===== src/rtl/keypad_digit_display.sv =====
// keypad_digit_display
//
// Consumer side of the keypad encoder. Each new key press (rising edge of
// valid with a legal BCD code and entry enabled) shifts one digit into a
// 4-digit MM:SS entry buffer. The buffer is shown on a time-multiplexed,
// active-low 4-digit 7-segment display with leading-digit blanking.
//
// Ports:
//   clk          system clock, rising edge
//   rst          synchronous active-high reset
//   bcd[3:0]     encoder digit code (0..9 legal)
//   valid        encoder valid level, high while a key is held
//   enablen      active-low entry enable (high blocks entry)
//   clr          synchronous clear of the entry buffer
//   time_bcd     {m1,m0,s1,s0} BCD, s0 newest
//   digit_count  digits entered, 0..4 saturating
//   new_digit    one-cycle pulse per accepted digit
//   seg          {g,f,e,d,c,b,a}, active-low
//   an           one-hot active-low anode select, an[0] is s0
module keypad_digit_display #(
    parameter int SCAN_DIV = 4
) (
    input  logic        clk,
    input  logic        rst,
    input  logic [3:0]  bcd,
    input  logic        valid,
    input  logic        enablen,
    input  logic        clr,
    output logic [15:0] time_bcd,
    output logic [2:0]  digit_count,
    output logic        new_digit,
    output logic [6:0]  seg,
    output logic [3:0]  an
);

    localparam int DIV_W = $clog2(SCAN_DIV);

    logic             valid_q;
    logic             accept;
    logic [DIV_W-1:0] div_cnt;
    logic [1:0]       idx;
    logic [3:0]       cur_nibble;
    logic             blank;
    logic [6:0]       seg_next;

    // Rising edge of valid only: a held key yields exactly one accept, and a
    // key already held when enablen falls is not seen as a new press.
    assign accept = valid & ~valid_q & ~enablen & (bcd <= 4'd9);

    // Entry buffer
    // NOTE: sequential state uses non-blocking assignments so every register
    // samples pre-edge values regardless of statement order.
    always_ff @(posedge clk) begin
        if (rst) begin
            valid_q     <= 1'b0;
            time_bcd    <= 16'h0000;
            digit_count <= 3'd0;
            new_digit   <= 1'b0;
        end else begin
            valid_q   <= valid;
            new_digit <= 1'b0;
            if (clr) begin
                // clr wins over a same-cycle accept; that digit is dropped.
                time_bcd    <= 16'h0000;
                digit_count <= 3'd0;
            end else if (accept) begin
                time_bcd  <= {time_bcd[11:0], bcd};
                new_digit <= 1'b1;
                if (digit_count != 3'd4) begin
                    digit_count <= digit_count + 3'd1;
                end
            end
        end
    end

    // Scan divider and digit index
    always_ff @(posedge clk) begin
        if (rst) begin
            div_cnt <= '0;
            idx     <= 2'd0;
        end else if (div_cnt == DIV_W'(SCAN_DIV - 1)) begin
            div_cnt <= '0;
            idx     <= idx + 2'd1;
        end else begin
            div_cnt <= div_cnt + 1'b1;
        end
    end

    // Segment decode of the currently scanned digit
    // NOTE: every signal driven here gets a default before the case so no
    // latch is inferred on unlisted codes.
    always_comb begin
        cur_nibble = time_bcd[{idx, 2'b00} +: 4];
        // Digit 0 is never blanked so an empty buffer still shows "0".
        blank      = (idx != 2'd0) && ({1'b0, idx} >= digit_count);
        seg_next   = 7'h7F;
        case (cur_nibble)
            4'd0: seg_next = 7'h40;
            4'd1: seg_next = 7'h79;
            4'd2: seg_next = 7'h24;
            4'd3: seg_next = 7'h30;
            4'd4: seg_next = 7'h19;
            4'd5: seg_next = 7'h12;
            4'd6: seg_next = 7'h02;
            4'd7: seg_next = 7'h78;
            4'd8: seg_next = 7'h00;
            4'd9: seg_next = 7'h10;
            default: seg_next = 7'h7F;
        endcase
    end

    // Registered display outputs, one cycle behind idx and time_bcd
    always_ff @(posedge clk) begin
        if (rst) begin
            an  <= 4'b1111;
            seg <= 7'h7F;
        end else begin
            an  <= ~(4'b0001 << idx);
            seg <= blank ? 7'h7F : seg_next;
        end
    end

endmodule


===== config.mk =====
export PLATFORM = sky130hd
export DESIGN_NAME = keypad_digit_display
export DESIGN_NICKNAME = d
export VERILOG_FILES = /design/src/rtl/keypad_digit_display.sv
export SDC_FILE = /design/constraint.sdc
export NUM_CORES = 1
export LEC_CHECK = 0
export ABC_CLOCK_PERIOD_IN_PS = 2029
export CAP_MARGIN = 20
export CORE_MARGIN = 8
export CORE_UTILIZATION = 30
export CTS_CLUSTER_SIZE = 10
export DETAILED_ROUTE_END_ITERATION = 8
export PLACE_DENSITY = 0.55
export SYNTH_ARGS = -nofsm -noshare
export SYNTH_HDL_FRONTEND = slang
export SYNTH_SLANG_ARGS = --single-unit

===== constraint.sdc =====
create_clock -name clk -period 2.03 [get_ports clk]
set_input_delay 0.3045 -clock clk [delete_from_list [all_inputs] [get_ports clk]]
set_output_delay 0.3045 -clock clk [all_outputs]
set_load 0.02 [all_outputs]

==> flow_metrics.py <==
metrics = {
    "clock_tree": {
        "cts-root-buf": "clkbuf_8",
        "postCtsSetupBuffers": 0,
        "cts-htree-levels": 2,
        "worstSkewPairLatency_ns": 0.29,
        "cts_tree": "done",
        "max-clock-path-buffers": 2,
        "cts_buffers": 5,
        "clk_pin_slew_worst_paths_ns": 0.08,
        "clock_sinks": 36,
    },
    "timing": {
        "clock-skew-final_ns": 0.00602,
        "period_needed_ns": 1.85,
        "setup_violations": 0,
        "period_share_pct": 91.0,
        "holdWs_ns": 0.443,
        "worst_slew_pin_slew_ns": 0.408,
        "slew_headroom_pct": 72.8,
        "setup_tns_ns": 0,
        "slew_viol_final": 0,
        "hold_viol": 0,
        "max_clock_freq_mhz": 542,
        "grt_setup_unrepaired": "false",
    },
    "critical_path": {
        "path_class": "flip-flop to flip-flop",
        "critPathCaptureType": "flip-flop",
        "required_ns": 2.21,
        "worstPathArrival_ns": 2.03,
        "crit_slowest_cell": "mux4_1",
        "crit_path_cell_trace": "mux4_1 > inv_1 > ha_1 > inv_1 > mux2_1 > o2bb2ai_1 > nand2_1",
        "ff2ff_setup_slack_ns": 0.18,
        "cp_common_cell": "inv_1",
        "critPathMaxStageDelay_ns": 0.58,
        "cp-start-kind": "flip-flop",
        "crit_path_max_fanout": 4,
        "worst_r2r_path_depth": 7,
    },
    "detailed_routing": {
        "drt_first_pass_iters": 4,
        "ant_nets": 0,
        "drt-total-wl_mm": 3.57,
        "drc": 0,
        "wl_per_cell_um": 12.3,
        "first_iter_violations": 42,
        "avgViaCountPerCell": 4.32,
        "vias": 1257,
    },
    "synth": {
        "ys_async_sr_fraction_pct": 0,
        "ys.flop_type": "dfxtp_1",
        "ys_seq_elements": 36,
        "yosysSeqAreaShare_pct": 44.9,
        "yosys_warnings": 0,
        "synth_edf_count": 0,
        "synth.distinct_cells": 29,
        "synthesis.area_um2": 1600,
        "syn_area_per_cell_um2": 9.38,
        "netlist_instances": 171,
        "synth_fp_nets": 195,
    },
    "placement": {
        "hpwl_mm": 2.68,
        "port_buffers": 39,
        "gp_congestion": 0.747,
        "dp.cells": 283,
    },
    "grt": {
        "track_usage_pct": 9.65,
        "grt_max_degree": 21,
        "antenna_found_initial": 0,
        "grt_pass1_vias": 1264,
        "overflow": 0,
        "grt_pass1_wl_mm": 5.91,
    },
    "power": {
        "leakage_nw": 0.834,
        "finalPower_mw": 1.53,
        "power.density_nw_per_um2": 682,
        "ir_drop_mv": 0.379,
    },
    "cells_and_area": {
        "fin_cells": 291,
        "num-fill-cells": 551,
        "finalNetCount": 244,
        "layout-drive-gt1-share_pct": 11.8,
        "ff_latch_area_um2": 722,
        "n_antenna_cell": 0,
        "area_growth_pct": 39.9,
        "multi_input_area_um2": 803,
    },
    "min_path": {
        "hp-class": "flip-flop to flip-flop",
        "hold_path_depth": 1,
    },
    "run_status": {
        "status": "complete, no violations",
    },
    "die": {
        "io_pins": 40,
        "die_h_um": 89.1,
        "die_x_um": 89.1,
        "rows": 26,
        "die_area_um2": 7940,
        "start_util_pct": 31.2,
        "coreArea_um2": 5140,
    },
    "flow_run": {
        "cap_viol_max_count": 0,
    },
}
## kinds of logic (layout without fill, tap and decap cells)
logic type	count (synthesis)	count (layout)	synth area share (%)
buffers and inverters	17	67	4.99
AND/OR/NAND/NOR	63	63	16.8
adder cells (fa/ha/maj)	15	15	11.7
AO/OA/AOI/OAI	29	29	11.5
flip-flops	36	36	44.9
multiplexers	8	8	8.42
XOR/XNOR	3	3	1.64
## timing repair
item / CTS / global route
resized for setup: 0 / 1
endpoints found under the setup margin: 0 / 1
hold buffers: 0 / 0
## layout by cell type, fill, tap and decap left out
master	n
clkinv_2	1
nor2b_1	5
mux2_1	1
o21a_4	1
mux4_2	3
a22oi_1	2
nand2b_1	1
ha_1	15
inv_1	9
and2_1	1
nand3_1	2
nor3b_1	2
a21o_1	1
dfxtp_2	1
clkdlybuf4s50_1	39
a21oi_1	17
o21ai_0	1
nor3_1	2
mux2i_1	3
clkbuf_8	5
or2_2	1
o2bb2ai_1	1
nor2_1	11
xnor2_1	3
buf_12	1
buf_4	10
clkinvlp_4	1
mux4_1	1
a211oi_4	1
dfxtp_1	35
bufinv_16	1
a311oi_1	1
o21ai_1	4
nand2_1	38
## routing by layer
layer	wire (um)	vias up	part of all wire [%]	global-route usage, %
li1	-	662	-	-
met1	1680	559	47	11.7
met2	1550	30	43	14.8
met3	284	6	8.0	3.77
met4	50	0	1.4	4.08
met5	0	-	0	0
## cell usage after synthesis, types with 3 or more instances
cell type / instances / share of area [%]
nand2_1: 38 / 8.9
dfxtp_1: 36 / 45
a21oi_1: 17 / 5.3
ha_1: 15 / 12
nor2_1: 11 / 2.6
inv_1: 9 / 2.1
clkbuf_1: 5 / 1.2
nor2b_1: 5 / 2.0
o21ai_1: 4 / 1.2
mux2i_1: 3 / 1.9
mux4_2: 3 / 4.2
xnor2_1: 3 / 1.6
## through the flow
stage / util, % / worst slack [ns] / cell area, um^2
6_report: 43.6 / 0.183 / 2240
3_5_place_dp: 41.5 / 0.131 / 2130
5_1_grt: 43.6 / 0.0650 / 2240
4_1_cts: 43.6 / 0.105 / 2240
3_3_place_gp: 41.5 / 0.136 / 2130
2_1_floorplan: - / 0.0255 / 1600
## report_power, final
group | switching, mW | internal (mW) | leakage, nW | total (mW)
clock | 0.262 | 0.363 | 0.0541 | 0.625
sequential | 0.0107 | 0.731 | 0.294 | 0.742
combinational | 0.0814 | 0.0816 | 0.485 | 0.163
## sequential cells by signal (all words and copies together), names as in the netlist
signal / flops
an: 4
digit_count: 3
div_cnt: 2
idx: 2
new_digit: 1
seg: 7
time_bcd: 16
valid_q: 1
## critical path: cells and delay by family, from the launching register on
| family | cells | cell delay, ns |
|---|---|---|
| AO/OA/AOI/OAI | 1 | 0.14 |
| AND/OR/NAND/NOR | 1 | 0.06 |
| adder cells (fa/ha/maj) | 1 | 0.16 |
| buffers and inverters | 2 | 0.13 |
| flip-flops | 1 | 0.38 |
| multiplexers | 2 | 0.87 |
## cell type report
class | count | area share [%]
clock inverter | 3 | 1.90
inverter | 9 | 1.51
multi-input combinational | 118 | 35.8
clock buffer | 5 | 3.07
timing repair buffer | 50 | 21.6
tap | 70 | 3.90
sequential | 36 | 32.2
## path summary, 6_finish.rpt
check,from,end
min reg2reg,div_cnt[0]$_SDFF_PP0_,div_cnt[0]$_SDFF_PP0_
max reg2reg,idx[0]$_SDFFE_PP0P_,seg[4]$_SDFF_PP1_
min,div_cnt[0]$_SDFF_PP0_,div_cnt[0]$_SDFF_PP0_
max,idx[0]$_SDFFE_PP0P_,seg[4]$_SDFF_PP1_
No activity file was read; power rests on OpenSTA's default activity.
